$ cat src/rtl/spi_master_multi.sv
// 4-wire SPI master with runtime CPOL/CPHA, SCLK divider, variable length and NUM_CS selects.
// Define SPI_MASTER_LSB_FIRST_EN to add the i_Lsb_First port (LSB-first transfers).
module spi_master_multi #(
  parameter int   MAX_WIDTH           = 32,
  parameter int   NUM_CS              = 4,
  parameter int   DIV_WIDTH           = 16,
  parameter logic IDLE_VALUE_for_MOSI = 1'b0,
  localparam int  LEN_W               = $clog2(MAX_WIDTH + 1),
  localparam int  CS_W                = (NUM_CS > 1) ? $clog2(NUM_CS) : 1,
  localparam int  EDGE_W              = LEN_W + 1
) (
  input  logic                 c_Clk_High,
  input  logic                 i_Rst,
  input  logic                 i_Start,
  input  logic [MAX_WIDTH-1:0] i_Tx_Data,
  input  logic [LEN_W-1:0]     i_Xfer_Len,
  input  logic [CS_W-1:0]      i_Cs_Sel,
  input  logic                 i_Cpol,
  input  logic                 i_Cpha,
  input  logic [DIV_WIDTH-1:0] i_Clk_Div,
`ifdef SPI_MASTER_LSB_FIRST_EN
  input  logic                 i_Lsb_First,
`endif
  output logic                 o_Busy,
  output logic                 o_Done,
  output logic [MAX_WIDTH-1:0] o_Rx_Data,
  output logic                 o_SPI_Clk,
  output logic [NUM_CS-1:0]    o_SPI_CS_n,
  output logic                 o_SPI_MOSI,
  input  logic                 i_SPI_MISO
);

  typedef enum logic [1:0] {IDLE, LEAD, XFER, TRAIL} state_t;

  state_t               state, state_next;
  logic [DIV_WIDTH-1:0] tick_cnt, div_reg;
  logic [MAX_WIDTH-1:0] tx_reg, rx_sr, rx_data;
  logic [LEN_W-1:0]     len_reg, bit_cnt, len_in, first_idx;
  logic [EDGE_W-1:0]    edge_cnt;
  logic [NUM_CS-1:0]    cs_n, cs_dec_n;
  logic                 cpol_reg, cpha_reg, lsb_reg, lsb_in;
  logic                 sclk, mosi, busy, done;
  logic                 tick, leading, last_edge, sample_edge;

`ifdef SPI_MASTER_LSB_FIRST_EN
  assign lsb_in = i_Lsb_First;
`else
  assign lsb_in = 1'b0;
`endif

  function automatic logic pick_bit(input logic [MAX_WIDTH-1:0] word,
                                    input logic [LEN_W-1:0] idx);
    logic [MAX_WIDTH-1:0] sh;
    sh = word >> idx;
    return sh[0];
  endfunction

  function automatic logic [LEN_W-1:0] bit_index(input logic lsb,
                                                 input logic [LEN_W-1:0] len,
                                                 input logic [LEN_W-1:0] k);
    return lsb ? k : (len - k - 1'b1);
  endfunction

  // LSB-first receive inserts at the top of the len field so the word ends right-aligned.
  function automatic logic [MAX_WIDTH-1:0] shift_in(input logic [MAX_WIDTH-1:0] sr,
                                                    input logic bit_in,
                                                    input logic lsb,
                                                    input logic [LEN_W-1:0] len);
    logic [MAX_WIDTH-1:0] ins;
    ins    = '0;
    ins[0] = bit_in;
    if (lsb) return (sr >> 1) | (ins << (len - 1'b1));
    return {sr[MAX_WIDTH-2:0], bit_in};
  endfunction

  assign tick        = (tick_cnt == '0);
  assign leading     = ~edge_cnt[0];
  assign last_edge   = (edge_cnt == ({len_reg, 1'b0} - EDGE_W'(1)));
  assign sample_edge = leading ^ cpha_reg;
  assign first_idx   = bit_index(lsb_in, len_in, '0);

  always_comb begin
    len_in = i_Xfer_Len;
    if (i_Xfer_Len == '0 || i_Xfer_Len > LEN_W'(MAX_WIDTH))
      len_in = LEN_W'(MAX_WIDTH);
  end

  // An out-of-range select matches no line, so every CS_n stays high.
  always_comb begin
    cs_dec_n = '1;
    for (int i = 0; i < NUM_CS; i++)
      if (i_Cs_Sel == CS_W'(i)) cs_dec_n[i] = 1'b0;
  end

  always_ff @(posedge c_Clk_High) begin
    if (i_Rst) state <= IDLE;
    else       state <= state_next;
  end

  always_comb begin
    state_next = state;
    case (state)
      IDLE:    if (i_Start)           state_next = LEAD;
      LEAD:    if (tick)              state_next = XFER;
      XFER:    if (tick && last_edge) state_next = TRAIL;
      TRAIL:   if (tick)              state_next = IDLE;
      default:                        state_next = IDLE;
    endcase
  end

  always_ff @(posedge c_Clk_High) begin
    if (i_Rst) begin
      busy     <= 1'b0;
      done     <= 1'b0;
      rx_data  <= '0;
      sclk     <= 1'b0;
      cs_n     <= '1;
      mosi     <= IDLE_VALUE_for_MOSI;
      tick_cnt <= '0;
      div_reg  <= '0;
      tx_reg   <= '0;
      rx_sr    <= '0;
      len_reg  <= '0;
      bit_cnt  <= '0;
      edge_cnt <= '0;
      cpol_reg <= 1'b0;
      cpha_reg <= 1'b0;
      lsb_reg  <= 1'b0;
    end else begin
      done <= 1'b0;
      if (state == IDLE) begin
        sclk <= i_Cpol;
        cs_n <= '1;
        mosi <= IDLE_VALUE_for_MOSI;
        if (i_Start) begin
          busy     <= 1'b1;
          tx_reg   <= i_Tx_Data;
          len_reg  <= len_in;
          cpol_reg <= i_Cpol;
          cpha_reg <= i_Cpha;
          div_reg  <= i_Clk_Div;
          lsb_reg  <= lsb_in;
          tick_cnt <= i_Clk_Div;
          cs_n     <= cs_dec_n;
          rx_sr    <= '0;
          bit_cnt  <= '0;
          edge_cnt <= '0;
          if (!i_Cpha) mosi <= pick_bit(i_Tx_Data, first_idx);
        end
      end else begin
        tick_cnt <= tick ? div_reg : (tick_cnt - 1'b1);
        if (tick && state == XFER) begin
          sclk     <= ~sclk;
          edge_cnt <= edge_cnt + 1'b1;
          if (sample_edge) begin
            rx_sr <= shift_in(rx_sr, i_SPI_MISO, lsb_reg, len_reg);
          end else if (cpha_reg) begin
            mosi    <= pick_bit(tx_reg, bit_index(lsb_reg, len_reg, bit_cnt));
            bit_cnt <= bit_cnt + 1'b1;
          end else if (!last_edge) begin
            mosi    <= pick_bit(tx_reg, bit_index(lsb_reg, len_reg, bit_cnt + 1'b1));
            bit_cnt <= bit_cnt + 1'b1;
          end
        end else if (tick && state == TRAIL) begin
          sclk    <= cpol_reg;
          cs_n    <= '1;
          mosi    <= IDLE_VALUE_for_MOSI;
          rx_data <= rx_sr;
          done    <= 1'b1;
          busy    <= 1'b0;
        end
      end
    end
  end

  assign o_Busy     = busy;
  assign o_Done     = done;
  assign o_Rx_Data  = rx_data;
  assign o_SPI_Clk  = sclk;
  assign o_SPI_CS_n = cs_n;
  assign o_SPI_MOSI = mosi;

endmodule

$ cat config.mk
export PLATFORM = sky130hd
export DESIGN_NAME = spi_master_multi
export DESIGN_NICKNAME = d
export VERILOG_FILES = /design/src/rtl/spi_master_multi.sv
export SDC_FILE = /design/constraint.sdc
export NUM_CORES = 1
export LEC_CHECK = 0
export ABC_AREA = 1
export CORE_MARGIN = 1
export CORE_UTILIZATION = 55
export CTS_CLUSTER_DIAMETER = 40
export CTS_CLUSTER_SIZE = 24
export DETAILED_ROUTE_END_ITERATION = 12
export GPL_TIMING_DRIVEN = 0
export HOLD_SLACK_MARGIN = 0.1
export PLACE_DENSITY = 0.79
export RECOVER_POWER = 100
export SYNTH_ARGS = -nofsm -noshare
export SYNTH_HDL_FRONTEND = slang
export SYNTH_SLANG_ARGS = --single-unit
export TNS_END_PERCENT = 1
$ cat constraint.sdc
create_clock -name c_Clk_High -period 4.7 [get_ports c_Clk_High]
set_input_delay 0.94 -clock c_Clk_High [delete_from_list [all_inputs] [get_ports c_Clk_High]]
set_output_delay 0.94 -clock c_Clk_High [all_outputs]
set_load 0.05 [all_outputs]
Word-level counts from Yosys, hierarchy flattened
Index checks and enable logic that the tools add are counted.

Flip-flop bits (word level): 159. Output and inout bits: 40. Word-level logic and storage cells: 122.

Add/subtract/negate cells: 9. Bitwise gates (word level): 5. Equal/unequal tests: 16. $lt $le $gt $ge: 1. Shift operators: 3. Reduce and logical (&&, ||, !) cells: 22. Muxes and demuxes: 50.

Operators with widths (count): 32-bit two-way mux (5); 32-bit by 6-bit >> shifter with 1-bit output (3); 16-bit two-way mux (3); 6-bit two-way mux (7); 1-bit two-way mux (23); 7-bit two-way mux (3); 6-bit by 1-bit subtractor with 6-bit output, second input constant (3); 16-bit logical NOT (1); 4-bit two-way mux (4); 16-bit by 1-bit subtractor with 16-bit output, second input constant (1); 3-bit AND reduction (4); 6-bit subtractor (2); 2-bit inequality test, second input constant (5); 2-bit equality test, second input constant (4); 2-bit two-way mux (4); 2-bit case mux with 4 select lines (1); 4-bit AND reduction (2); 7-bit by 1-bit adder with 7-bit output, second input constant (1); 7-bit equality test (1); 7-bit by 1-bit subtractor with 7-bit output, second input constant (1); 6-bit by 1-bit adder with 6-bit output, second input constant (1); 6-bit greater-than comparator, second input constant (1); 6-bit logical NOT (1); 2-bit AND reduction (3); 13 further kinds (22).

Longest topological paths before layout
Word-level depth: 10. Mapped depth: 18.

Worst setup path before layout
OpenSTA, ideal clock, no wires.

Path kind: in2reg. Start: in i_Xfer_Len[5]. End: reg mosi (netlist: o_SPI_MOSI). Arrival time: 2694 ps. Setup slack: 1897 ps. Path buffers: 2. Data required time: 4591 ps. Stages: 17. Path through: inv_1 nand2_1 clkbuf_1 ha_1 clkbuf_1 inv_1 nand3_1 nand2_1 nand2_1 nand2_1 nand2_1 nand2_1 nand2_1 nand3_1 nand3_1 nand2_1 inv_1.

Word-level cells in the longest chain between the ends: 8.

RTL lines: start, declared (RTL line 16) `input logic [LEN_W-1:0] i_Xfer_Len,`; 6-bit greater-than comparator / 6-bit logical NOT (equally long branches) (RTL line 84) `if (i_Xfer_Len == '0 || i_Xfer_Len > LEN_W'(MAX_WIDTH))`; 1-bit logical OR (RTL line 84); 6-bit two-way mux (*) (RTL line 84); 6-bit by 1-bit subtractor with 6-bit output (*) (RTL line 61) `return lsb ? k : (len - k - 1'b1);`; 32-bit by 6-bit >> shifter with 1-bit output (*) (RTL line 54) `sh = word >> idx;`; 1-bit two-way mux (*) (RTL line 148) `if (!i_Cpha) mosi <= pick_bit(i_Tx_Data, first_idx);`; 1-bit two-way mux (*) (RTL line 135) `if (i_Start) begin`; 1-bit two-way mux (*) (RTL line 131) `if (state == IDLE) begin`; end signal, assigned (RTL line 134) `mosi <= IDLE_VALUE_for_MOSI;`; end signal, assigned (RTL line 148); end signal, assigned (RTL line 158) `mosi <= pick_bit(tx_reg, bit_index(lsb_reg, len_reg, bit_cnt));`; end, declared (RTL line 42) `logic sclk, mosi, busy, done;`.

Mark *: on every way between the ends. The rest lies on a longest branch, timed or not. A chain may end at the register's enable or synchronous reset.

Final worst setup path
Start: reg tick_cnt[10]. End: reg rx_data[30] (netlist: o_Rx_Data[30]).

Word-level cells in the longest chain between the ends: 4.

RTL lines: start, declared (RTL line 36) `logic [DIV_WIDTH-1:0] tick_cnt, div_reg;`; start signal, assigned (RTL line 143) `tick_cnt <= i_Clk_Div;`; start signal, assigned (RTL line 151) `tick_cnt <= tick ? div_reg : (tick_cnt - 1'b1);`; 16-bit logical NOT (*) (RTL line 76) `assign tick = (tick_cnt == '0);`; 1-bit logical AND (RTL line 152) `if (tick && state == XFER) begin`; 1-bit NOT (no source line); 3-bit AND reduction (no source line) (*); end signal, assigned (RTL line 168) `rx_data <= rx_sr;`; end, declared (RTL line 37) `logic [MAX_WIDTH-1:0] tx_reg, rx_sr, rx_data;`.

Marks and branches as above.

==> impl_metrics.py <==
metrics = {
    "route": {
        "wire_per_inst_um": 14.8,
        "drtIter0Drc": 619,
        "ant_nets": 0,
        "route.vias.total": 8004,
        "via_per_inst": 5.49,
        "detail_route.wirelength_um": 21600,
        "dr.pass1.iters": 6,
        "drc_errors": 0,
    },
    "global_routing": {
        "grt_pass1_wl_um": 34600,
        "grt-ovfl-total": 0,
        "grt_pass1_vias": 7330,
        "antenna_found_initial": 1,
        "grt_use_total": 0.299,
        "grt_max_degree": 17,
    },
    "clock_tree": {
        "hold_buffers": 0,
        "clk_path_buf_depth": 2,
        "cts_sinks": 159,
        "cts_root_buf": "clkbuf_16",
        "clk_pin_slew_ns": 0.07,
        "cts.htree.levels": 4,
        "post_cts.repair.setup_buffers": 0,
        "cts_tree": "built",
        "clk_latency_ns": 0.44,
        "post_cts_resized": 0,
        "cts_buffers": 17,
    },
    "worst_setup_path": {
        "r2r-start": "tick_cnt[10]$_SDFFE_PP0N_",
        "arrival_ns": 3.99,
        "r2r_end": "o_Rx_Data[30]$_SDFFE_PP0P_",
        "start_kind": "flop",
        "reg2reg_slack_ns": 1.09,
        "reg2regPathDepth": 12,
        "cp-end-kind": "flop",
        "path_class": "flop to flop",
        "required_ns": 5.08,
        "path_max_fanout": 10,
    },
    "sta": {
        "finalSetupViolCount": 0,
        "worst_pin_slew_ns": 0.726,
        "hold_viol": 0,
        "fmax_mhz": 277,
        "rsz0062_at_grt": "no",
        "holdWs_ns": 0.457,
        "fin_crit_sh": 0.769,
        "drv_slew": 0,
        "post-route-min-period_ns": 3.61,
        "worst_clock_skew_ns": 0.00978,
        "max-slew-margin-rel": 0.512,
        "fin_tns_setup_ns": 0,
    },
    "power": {
        "vdd_drop_max_mv": 0.458,
        "power_density_nw_per_um2": 606,
        "cellLeakagePower_uw": 0.00423,
    },
    "hold_path": {
        "worstHoldStart": "rx_sr[31]$_SDFFE_PP0P_",
        "holdPathEnd": "o_Rx_Data[31]$_SDFFE_PP0P_",
        "min_path_type": "flop to flop",
        "hold_depth": 2,
    },
    "place": {
        "dpl.hpwl_um": 15200,
        "placed_area_sq_um": 9120,
        "io_buffers": 101,
        "place_congestion": 0.937,
    },
    "logic_synthesis": {
        "yosys.cell_types.count": 42,
        "netlist_instances": 1143,
        "syn_nets": 1227,
        "synth_area_sq_um": 7880,
        "ys_seq_elements": 159,
        "ys.flop_type": "dfxtp_1",
        "yosysSeqAreaShare": 0.404,
        "yosysWarningCount": 0,
        "synthArstFlopShare": 0,
        "syn_avg_cell_area_sq_um": 6.90,
        "synth_edf_count": 0,
    },
    "floorplanning": {
        "pin_count": 102,
        "die-area_sq_um": 14800,
        "die_w_um": 122,
        "std_cell_rows": 43,
        "fp.dieH_um": 122,
        "start_util": 0.566,
        "core_area_sq_um": 13900,
    },
    "cells_and_area": {
        "nets": 1347,
        "final_common_cell": "nand2_1",
        "mostFrequentLayoutCells": "nand2_1 (360), dfxtp_1 (159), nand3_1 (123)",
        "drive_gt1_frac": 0.0392,
        "area_delta_synth_final_pct": 22.0,
        "final_area_sq_um": 9610,
    },
    "run": {
        "maxCapViolCount": 0,
    },
    "outcome": {
        "status": "finished clean",
    },
}
## cells in the mapped netlist (6+ instances only)
library cell	n	area, sq um
nand2_1	356	1340
clkbuf_1	32	120
ha_1	20	250
o21ai_0	61	305
buf_2	6	30.0
nand2_2	6	37.5
a21oi_1	94	470
nand3_1	123	616
nor2_1	85	319
nand4_1	7	43.8
buf_1	9	33.8
xor2_1	15	131
a31oi_1	16	100
o211ai_1	13	97.6
xnor2_1	7	61.3
inv_1	82	308
dfxtp_1	159	3180
## where the power goes
part	total, uW	switching, uW	internal, uW	leakage [uW]
Sequential	1740	175	1570	0.00130
Combinational	2700	1830	870	0.00264
Clock	1380	617	767	0.000289
## metrics by stage
step                      cells   util  power, uW  setup WS [ns]
after global placement     1424  0.654       4410          0.835
after global routing       1457  0.690       6210          0.787
after CTS                  1456  0.697       5860           1.25
after floorplan            1143      -       3730           1.90
final                      1457  0.690       5820           1.09
after detailed placement   1424  0.654       4450          0.853
## critical path: stages (launching register included)
cell      delay (ns)
dfxtp_1         0.34
nor2_1          0.31
nand2_1         0.14
nor2_1          0.25
clkinv_1        0.11
nor3_1          0.57
inv_1           0.33
nor2_1          0.28
nand2_1         0.22
nor2_1          0.39
clkbuf_1        0.41
nand2_1         0.13
nand2_1         0.08
## metal layers
metal | GRT usage | up-vias | wire (um)
li1 | - | 3977 | -
met1 | 0.383 | 3678 | 9510
met2 | 0.487 | 300 | 9950
met3 | 0.0693 | 49 | 1510
met4 | 0.113 | 0 | 593
met5 | 0 | - | 0
## logic make-up (layout without fill, tap and decap cells)
group	after synthesis	after routing	synth area share
buf+inv	141	274	0.0735
other cells	0	1	0
compound gates	203	203	0.141
simple gates	596	596	0.320
flops	159	159	0.404
fa+ha+maj	22	22	0.0368
xor+xnor	22	22	0.0244
## how the worst max path moves through the flow
stage                               from                          to  slack, ns  cells past startpoint
2_1_floorplan              i_Xfer_Len[5]     o_SPI_MOSI$_SDFFE_PP0P_       1.90                     17
3_3_place_gp               i_Xfer_Len[5]     o_SPI_MOSI$_SDFFE_PP0P_       0.83                     16
3_5_place_dp               i_Xfer_Len[5]     o_SPI_MOSI$_SDFFE_PP0P_       0.85                     16
4_1_cts                    i_Xfer_Len[5]     o_SPI_MOSI$_SDFFE_PP0P_       1.25                     16
5_1_grt        tick_cnt[10]$_SDFFE_PP0N_  o_Rx_Data[22]$_SDFFE_PP0P_       0.79                     12
6_report       tick_cnt[10]$_SDFFE_PP0N_  o_Rx_Data[30]$_SDFFE_PP0P_       1.09                     12
## cell type report
type | instances | area [sq um]
fillers | 1267 | 4320
multi-input cells | 843 | 4050
flip-flops and latches | 159 | 3180
repair buffers | 101 | 1010
clock buffers | 19 | 443
inverters | 87 | 328
well taps | 180 | 225
plain buffers | 54 | 218
clock inverters | 13 | 148
diodes | 1 | 2.50
Note: power is estimated with default switching activity, not from simulation.
